<file path="config.mk">
export PLATFORM = sky130hd
export DESIGN_NAME = imem_loader
export DESIGN_NICKNAME = d
export VERILOG_FILES = /design/src/rtl/imem_loader.sv
export SDC_FILE = /design/constraint.sdc
export NUM_CORES = 1
export LEC_CHECK = 0
export BUFFER_PORTS_ARGS = -buffer_cell sky130_fd_sc_hd__buf_2
export CAP_MARGIN = 5
export CORE_ASPECT_RATIO = 0.5
export CORE_MARGIN = 4
export CORE_UTILIZATION = 50
export DETAILED_ROUTE_END_ITERATION = 8
export PLACE_DENSITY = 0.73
export SYNTH_ARGS = -nofsm -noshare
export SYNTH_HDL_FRONTEND = slang
export SYNTH_SLANG_ARGS = --single-unit
export TNS_END_PERCENT = 30
</file>
<file path="constraint.sdc">
create_clock -name CLK -period 2 [get_ports CLK]
set_clock_uncertainty 0.05 [all_clocks]
set_input_delay 0.2 -clock CLK [delete_from_list [all_inputs] [get_ports CLK]]
set_output_delay 0.2 -clock CLK [all_outputs]
set_load 0.05 [all_outputs]
</file>
<file path="src/rtl/imem_loader.sv">
// -----------------------------------------------------------------------------
// imem_loader
//
// Streams a program image into the instruction memory. Bytes arrive over a
// valid/ready handshake and are packed four at a time into 32-bit words,
// with the first byte in the MSB. The fetch path reads PC..PC+3 big-endian,
// so it sees the bytes in the order they arrived. Each word is written to
// consecutive word-aligned addresses, starting at a programmed base address.
//
// Ports:
//   CLK        single clock, all state changes on posedge
//   RESET      asynchronous, active-low reset
//   start      one-cycle load request, sampled only in IDLE
//   base_addr  first byte address of the load (must be word aligned)
//   num_words  number of 32-bit words to load (0..MAX_WORDS)
//   abort      cancels an in-progress load (LOAD/WRITE/DONE)
//   in_valid   byte available
//   in_data    byte value
//   in_ready   loader accepts a byte this cycle
//   mem_we     one-cycle memory write strobe
//   mem_addr   byte address of the word being written
//   mem_wdata  assembled big-endian word
//   busy       high in any state other than IDLE
//   done       one-cycle pulse on successful completion
//   err        sticky error flag, cleared by the next accepted start
//   checksum   sum mod 256 of all bytes accepted in the current/last load
// -----------------------------------------------------------------------------
module imem_loader #(
  parameter int MAX_WORDS = 256,
  parameter int CNT_W     = 16
) (
  input  logic             CLK,
  input  logic             RESET,
  input  logic             start,
  input  logic [31:0]      base_addr,
  input  logic [CNT_W-1:0] num_words,
  input  logic             abort,
  input  logic             in_valid,
  input  logic [7:0]       in_data,
  output logic             in_ready,
  output logic             mem_we,
  output logic [31:0]      mem_addr,
  output logic [31:0]      mem_wdata,
  output logic             busy,
  output logic             done,
  output logic             err,
  output logic [7:0]       checksum
);

  localparam logic [1:0] S_IDLE  = 2'd0;
  localparam logic [1:0] S_LOAD  = 2'd1;
  localparam logic [1:0] S_WRITE = 2'd2;
  localparam logic [1:0] S_DONE  = 2'd3;

  localparam logic [CNT_W-1:0] MAX_CNT = CNT_W'(MAX_WORDS);
  localparam logic [CNT_W-1:0] ONE_CNT = CNT_W'(1);

  logic [1:0]       state;
  logic [31:0]      addr_q;     // address of the word currently being built
  logic [23:0]      word_q;     // first three bytes of the word, oldest in MSB
  logic [1:0]       byte_cnt;   // bytes already accepted for the current word
  logic [CNT_W-1:0] remaining;  // words still to be written, including current

  logic bad_req;
  logic byte_xfer;

  assign bad_req = (base_addr[1:0] != 2'b00) || (num_words > MAX_CNT);

  // NOTE: strobes are decoded combinationally from state so that abort can
  // suppress them in the very cycle it is raised, without a registered lag.
  // in_ready is gated by abort too, so a byte is never reported as taken
  // during the cycle that discards the load.
  assign in_ready  = (state == S_LOAD) && !abort;
  assign mem_we    = (state == S_WRITE) && !abort;
  assign done      = (state == S_DONE) && !abort;
  assign busy      = (state != S_IDLE);
  assign byte_xfer = in_valid && in_ready;

  // NOTE: every register, datapath included, sits on the async reset so a
  // reset mid-load leaves no stale address/word visible on the outputs.
  // Sequential state uses non-blocking assignments only.
  always_ff @(posedge CLK or negedge RESET) begin
    if (!RESET) begin
      state     <= S_IDLE;
      addr_q    <= '0;
      word_q    <= '0;
      byte_cnt  <= '0;
      remaining <= '0;
      mem_addr  <= '0;
      mem_wdata <= '0;
      err       <= 1'b0;
      checksum  <= '0;
    end else begin
      case (state)
        S_IDLE: begin
          // abort is ignored here, so start wins when both are high.
          if (start) begin
            if (bad_req) begin
              err <= 1'b1;
            end else if (num_words == '0) begin
              checksum <= '0;
              err      <= 1'b0;
              state    <= S_DONE;
            end else begin
              addr_q    <= base_addr;
              remaining <= num_words;
              checksum  <= '0;
              err       <= 1'b0;
              byte_cnt  <= '0;
              state     <= S_LOAD;
            end
          end
        end

        S_LOAD: begin
          if (abort) begin
            err   <= 1'b1;
            state <= S_IDLE;
          end else if (byte_xfer) begin
            // Shifting left keeps the first byte of the word in the MSB.
            word_q   <= {word_q[15:0], in_data};
            checksum <= checksum + in_data;
            byte_cnt <= byte_cnt + 2'd1;
            if (byte_cnt == 2'd3) begin
              // Capture the finished word into the output registers now,
              // so they are stable during WRITE and hold afterwards.
              mem_addr  <= addr_q;
              mem_wdata <= {word_q, in_data};
              state     <= S_WRITE;
            end
          end
        end

        S_WRITE: begin
          if (abort) begin
            err   <= 1'b1;
            state <= S_IDLE;
          end else begin
            addr_q    <= addr_q + 32'd4;
            remaining <= remaining - ONE_CNT;
            byte_cnt  <= '0;
            state     <= (remaining == ONE_CNT) ? S_DONE : S_LOAD;
          end
        end

        default: begin  // S_DONE
          if (abort) begin
            err <= 1'b1;
          end
          state <= S_IDLE;
        end
      endcase
    end
  end

endmodule

</file>
==> results of run 1 <==
==> Yosys cell counts, drive strengths merged (12+ instances only) <==
master,instances
a211oi,12
a21oi,18
a2bb2oi,14
buf,13
clkbuf,28
dfrtp,149
mux2,96
nand2,39
nand3,21
nor2,41
nor3,14
nor4,13
o21ai,17
o22ai,13
==> metal layers <==
metal	share of wire, %	wire, um	vias up	GRT usage, %
li1	-	-	2834	-
met1	43	8360	3040	30.8
met2	49	9370	192	38.9
met3	6.5	1240	30	6.22
met4	1.5	286	2	7.02
met5	0.067	13	-	0
==> state kept, by name (all words and copies together), names as in the netlist <==
name and count:
addr_q 32, mem_addr 32, mem_wdata 32, word_q 24, remaining 16, checksum 8
byte_cnt 2, state 2, err 1
==> final cells by class <==
| type | count | area (um^2) |
|---|---|---|
| repair buffers | 214 | 1370 |
| multi-input cells | 442 | 3460 |
| well taps | 192 | 240 |
| flip-flops and latches | 149 | 3730 |
| clock inverters | 12 | 123 |
| inverters | 11 | 43.8 |
| clock buffers | 20 | 447 |
| fillers | 1057 | 4480 |
==> worst max-delay path by stage <==
| stage | start | end | slack, ns | cells after the start |
|---|---|---|---|---|
| 3_5_place_dp | num_words[3] | addr_q[29]$_DFFE_PN0P_ | -0.16 | 6 |
| 2_1_floorplan | addr_q[8]$_DFFE_PN0P_ | addr_q[29]$_DFFE_PN0P_ | -0.03 | 7 |
| 5_1_grt | addr_q[11]$_DFFE_PN0P_ | addr_q[31]$_DFFE_PN0P_ | -0.09 | 5 |
| 4_1_cts | addr_q[11]$_DFFE_PN0P_ | addr_q[31]$_DFFE_PN0P_ | -0.01 | 5 |
| 3_3_place_gp | num_words[7] | addr_q[29]$_DFFE_PN0P_ | -0.13 | 7 |
| 6_report | addr_q[8]$_DFFE_PN0P_ | addr_q[31]$_DFFE_PN0P_ | -0.02 | 5 |
==> kinds of logic (layout without fill, tap and decap cells) <==
| group | after synthesis | after routing | synth area share (%) |
|---|---|---|---|
| AO/OA/AOI/OAI | 148 | 148 | 15.1 |
| adder cells (fa/ha/maj) | 12 | 12 | 2.17 |
| flip-flops | 149 | 149 | 51.4 |
| XOR/XNOR | 5 | 5 | 0.603 |
| AND/OR/NAND/NOR | 179 | 179 | 12.6 |
| buffers and inverters | 52 | 257 | 3.03 |
| multiplexers | 98 | 98 | 15.2 |
==> power by group <==
| group | switching, mW | leakage (nW) | internal [mW] |
|---|---|---|---|
| clock network | 1.33 | 0.261 | 1.77 |
| logic | 0.232 | 2.40 | 0.196 |
| registers | 0.0629 | 2.03 | 3.08 |
| total | 1.63 | 4.70 | 5.04 |
==> critical path: cells and delay by family, from the launching register on <==
family | cells | cell delay, ns
AND/OR/NAND/NOR | 3 | 1.15
AO/OA/AOI/OAI | 2 | 0.39
flip-flops | 1 | 0.36
==> per-stage QoR <==
stage | area [um^2] | utilization (%) | TNS [ns] | cells
floorplan | 7330 | - | -0.0891 | 643
CTS | 9310 | 67.1 | -0.0159 | 1035
finish | 9410 | 67.8 | -0.0216 | 1040
detailed placement | 8700 | 62.6 | -1.39 | 1002
global route | 9410 | 67.8 | -0.209 | 1040
global placement | 8700 | 62.6 | -1.15 | 1002
==> repair_timing <==
| item | 4_1_cts | 5_1_grt |
|---|---|---|
| hold endpoints to repair | 73 | 0 |
| gates resized for setup | 9 | 15 |
| setup buffers | 0 | 5 |
| pin swaps | 2 | 6 |
| hold buffers | 1 | 0 |
| setup endpoints to repair | 8 | 36 |
==> impl_results.md, run 1 <==
* PnR Total Power at between 6 and 7 mW
* Number of global-route vias before repair at around 6100
* Crit-path max cell delay at roughly 0.58 ns
* Cell taking the most area after synthesis: dfrtp_1
* Worst path cell trace: nand4_1 -> or4b_4 -> or3_4 -> o41ai_4 -> a32o_2
* Final setup margin at -0.0155 ns
* Worst Reg2Reg Path Length in Cells at 5
* Initial drt markers at 538
* Synth Warn # at 0
* Final Wtd Congestion at roughly 0.84
* Max-Cap Viols at 0
* H-tree depth at 4
* Worst skew pair latency at about 0.42 ns
* Syn Inst Count at approximately 640
* WHS at 0.0333 ns
* Detail Placement HPWL at about 13000 um
* Post-route DRC at 0
* PortBufs at roughly 140
* Clock buffer depth at 2
* Actual slew at the worst max-slew pin at 0.614 ns
* Fin. max-slew vios at 0
* WHS Endpoint: mem_wdata[2]$_DFFE_PN0P_
* CTS Sinks at 149
* Post-synth ARST share at 100%
* Slew HR at 59.1%
* CP required at approximately 2.3 ns
* Main synth FF type: dfrtp_1
* Antenna-violating nets left at 0
* Sequential element share of the synthesized area at 51.4%
* Failing checks: setup timing
* Pwr/cell area at between 700 and 800 nW/um^2
* Setup CP Type: flop to flop
* Reg2reg start: addr_q[8]$_DFFE_PN0P_
* VDD IR-drop max at just under 0.5 mV
* Share of layout cells above drive strength 1 at between 40% and 50%
* Die Wd at ~180 um
* First-pass GRT wire length at about 31000 um
* IO Pins at 138
* WL final at slightly below 20000 um
* Setup violations, final at 2
* Final Critical Period at 2.02 ns
* Root buffer cell: clkbuf_16
* Unrepaired setup endpoints after global routing: true
* Post-route clock period utilization at 101%
* Largest net degree at the start of global routing at between 50 and 60
* Endpoint class of the critical path: flop
* DP Worst Slack at -0.159 ns
* CTS tree: done
* Syn Nets at approximately 720
* Commonest non-fill, non-tap cells in the layout: dfrtp_1, buf_2, mux2_2
* CP Launch Type: flop
* Crit Path Max Fanout at 4
* Area grow syn2layout at 29.6%
* Status: complete, but fails checks
* Routed WL per cell at around 19 um
* Nets at 908
* Initial Util at approximately 52%
* Netlist cell types at between 60 and 70
* DRT Pass-1 Iters at 5
* Seq cells post-synth at about 150
* Ranking of synthesized cells by area: dfrtp_1, mux2_2, nor2_1
* Die area at ~17000 um^2
* Height of the die at 93.2 um
* Commonest non-fill, non-tap cell in the layout: dfrtp_1
* R2R Setup Slk at -0.02 ns
* Worst min path class: input pin to flop
* CP arrival at around 2.3 ns
* Remaining Overflow, GRT at 0
* Synth top area share at around 51%
* Number of synthesized flops with an enable pin at 0
* Reg2reg end: addr_q[31]$_DFFE_PN0P_
* Final hold vios at 0
* Max frequency at about 500 MHz
* Initial antenna violation count at 1
* Via density at around 6
* Mapped Area at about 7300 um^2
* Min-delay src: in_data[2]
* Via count at about 6100
* Num CTS Buffers at 17
* Core region area at approximately 14000 um^2
* GRT Total Usage at roughly a quarter
* Pleak at 4.70 nW
* Worst hold path depth at 2
* Critical-path top delay cell: or4b_4
* N_diodes at 0
* Synth Area per Inst at ~11 um^2
* Clock transition at path regs at around 0.07 ns
* Cell row count at 30
Power figures use the tool's default switching activity.
==> inputs of run 2 (changes only) <==
Settings changed: MAX_ROUTING_LAYER set to met4.
==> run 2 against run 1 <==
- highest routed layer is now met4
- cell area up 0.78%
- total power up 3.3%
- cell count up 0.58%
- non-clock buffer count up 5
- critical path depth unchanged
- the run now ends clean
- global-route usage about the same
==> impl_results.md, run 2 (synthesized netlist as in run 1, its figures left out) <==
* GRT Total Usage at 23.6% (about the same)
* Setup violations, final at 0 (-2)
* Final hold vios at 0 (unchanged)
* Final Critical Period at 1.99 ns (-0.0218 ns)
* Core region area at 13900 um^2 (unchanged)
* Initial Util at 52.3% (unchanged)
* Die area at 16600 um^2 (unchanged)
* Status: finished clean
* Fin. max-slew vios at 0 (unchanged)
* CP required at 1.75 ns (-0.55 ns)
* R2R Setup Slk at 0.06 ns (+0.08 ns)
* First-pass GRT wire length at 30600 um (-2.4%)
* Initial antenna violation count at 1 (unchanged)
* Commonest non-fill, non-tap cells in the layout: dfrtp_1, buf_2, mux2_2
* Max frequency at 502 MHz (+1.1%)
* Via count at 6068 (-0.49%)
* Post-route clock period utilization at 99.7% (-1.1 points)
* Num CTS Buffers at 17 (unchanged)
* Setup CP Type: flop to primary output
* WL final at 18800 um (-2.5%)
* Clock buffer depth at 2 (unchanged)
* Pleak at 4.77 nW (+1.5%)
* PortBufs at 137 (unchanged)
* Critical-path top delay cell: dfrtp_1
* Endpoint class of the critical path: primary output
* Crit path max-delay family: buffers and inverters
* Worst skew pair latency at 0.42 ns (about the same)
* CTS Sinks at 149 (unchanged)
* DRT Pass-1 Iters at 5 (unchanged)
* Remaining Overflow, GRT at 0 (unchanged)
* IO Pins at 138 (unchanged)
* Post-route DRC at 0 (unchanged)
* Setup TNS at 0 ns (+0.0216 ns)
* Slew HR at 59.4% (+0.38 points)
* VDD IR-drop max at 0.694 mV (+42%)
* Worst min path class: input pin to flop
* Regs by FF count: addr_q x32, mem_addr x32, mem_wdata x32
* Nets at 913 (+0.55%)
* Actual slew at the worst max-slew pin at 0.608 ns (-0.00570 ns)
* Final Wtd Congestion at 0.888 (+6.1%)
* Routed WL per cell at 18.0 um (-3.0%)
* Placed instance count at 1006 (+0.40%)
* Post-route cell area at 9480 um^2 (+0.78%)
* Largest net degree at the start of global routing at 59 (unchanged)
* Unrepaired setup endpoints after global routing: true
* Worst hold path depth at 2 (unchanged)
* Number of stages on the worst setup path at 5 (unchanged)
* Commonest non-fill, non-tap cell in the layout: dfrtp_1
* Clock transition at path regs at 0.07 ns (about the same)
* WHS at 0.0162 ns (-0.0170 ns)
* Number of global-route vias before repair at 6132 (+0.34%)
* Cell row count at 30 (unchanged)
* CTS tree: done
* Height of the die at 93.2 um (unchanged)
* Antenna-violating nets left at 0 (unchanged)
* Worst Reg2Reg Path Length in Cells at 5 (unchanged)
* H-tree depth at 4 (unchanged)
* Worst setup path startpoint: state[1]$_DFFE_PN0P_
* Root buffer cell: clkbuf_16
* Pwr/cell area at 726 nW/um^2 (+2.5%)
* Initial drt markers at 437 (-19%)
* Die Wd at 178 um (unchanged)
* Area grow syn2layout at 30.6%
* Core Util, Final at 68.3% (+0.53 points)
* Dpl cell area at 8730 um^2 (+0.35%)
* Share of layout cells above drive strength 1 at 45.4% (+0.68 points)
* CP Launch Type: flop
* Reg2reg start: addr_q[8]$_DFFE_PN0P_
* Max-Cap Viols at 0 (unchanged)
* Via density at 5.80 (-1.1%)
* Crit Path Max Fanout at 38 (+34)
* Min-delay src: in_data[2]
* Crit-path max cell delay at 0.43 ns (-0.15 ns)
* CP arrival at 1.74 ns (-0.57 ns)
* Worst path cell trace: nor2b_4 -> nand2b_1 -> buf_12 -> clkinv_4 -> buf_2
* Worst Path Buf+Inv at 3 (+3)
* Final Non-Filler Cells at 1046 (+0.58%)
* Detail Placement HPWL at 13400 um (-0.33%)
==> run 2: worst paths after layout <==
| check | end |
|---|---|
| min in group asynchronous | mem_wdata[2]$_DFFE_PN0P_ |
| hold / removal | mem_wdata[2]$_DFFE_PN0P_ |
| max in group asynchronous | addr_q[14]$_DFFE_PN0P_ |
| hold reg to reg | addr_q[0]$_DFFE_PN0P_ |
| setup / recovery | mem_we |
| setup reg to reg | addr_q[31]$_DFFE_PN0P_ |
==> run 2: per-stage QoR <==
| step | setup WS [ns] | power [mW] |
|---|---|---|
| final | 0.00630 | 6.89 |
| after floorplan | -0.0327 | 3.35 |
| after global routing | -0.0419 | 7.12 |
| after global placement | -0.131 | 3.60 |
| after CTS | 0.0158 | 6.92 |
| after detailed placement | -0.178 | 3.61 |
==> run 2: final cells by class <==
| cell class | count | area, um^2 |
|---|---|---|
| clock inverters | 15 | 178 |
| fillers | 1052 | 4400 |
| flip-flops and latches | 149 | 3730 |
| repair buffers | 219 | 1400 |
| well taps | 192 | 240 |
| diodes | 1 | 2.50 |
| clock buffers | 17 | 425 |
| multi-input cells | 442 | 3460 |
| inverters | 11 | 46.3 |
==> run 2: where the power goes <==
| group | total (mW) | internal (mW) | switching, mW |
|---|---|---|---|
| Sequential | 3.14 | 3.07 | 0.0643 |
| Combinational | 0.429 | 0.201 | 0.228 |
| Clock | 3.32 | 1.90 | 1.42 |
| Total | 6.89 | 5.17 | 1.72 |
==> run 2: worst reg2reg max path, stage by stage, from the launching register on <==
cell	delay [ns]
dfrtp_1	0.36
nand4_1	0.17
or4b_4	0.57
or3_4	0.37
o41ai_2	0.20
a32o_2	0.16
==> run 2: routing by layer <==
layer	share of wire [%]	routed length (um)	up-vias	track usage, %
li1	-	-	2831	-
met1	44	8290	3024	30.3
met2	48	9110	188	37.9
met3	6.1	1140	25	5.45
met4	1.4	261	0	6.89
met5	0	0	-	-
==> run 2: timing repair <==
action                                 in CTS  in global routing
cloned                                      0                  0
endpoints found under the hold margin      48                  0
hold buffers                                1                  0
pin swaps                                   5                  4
setup endpoints to repair                   9                 38
gates resized for setup                     9                 13
setup buffers                               3                  3
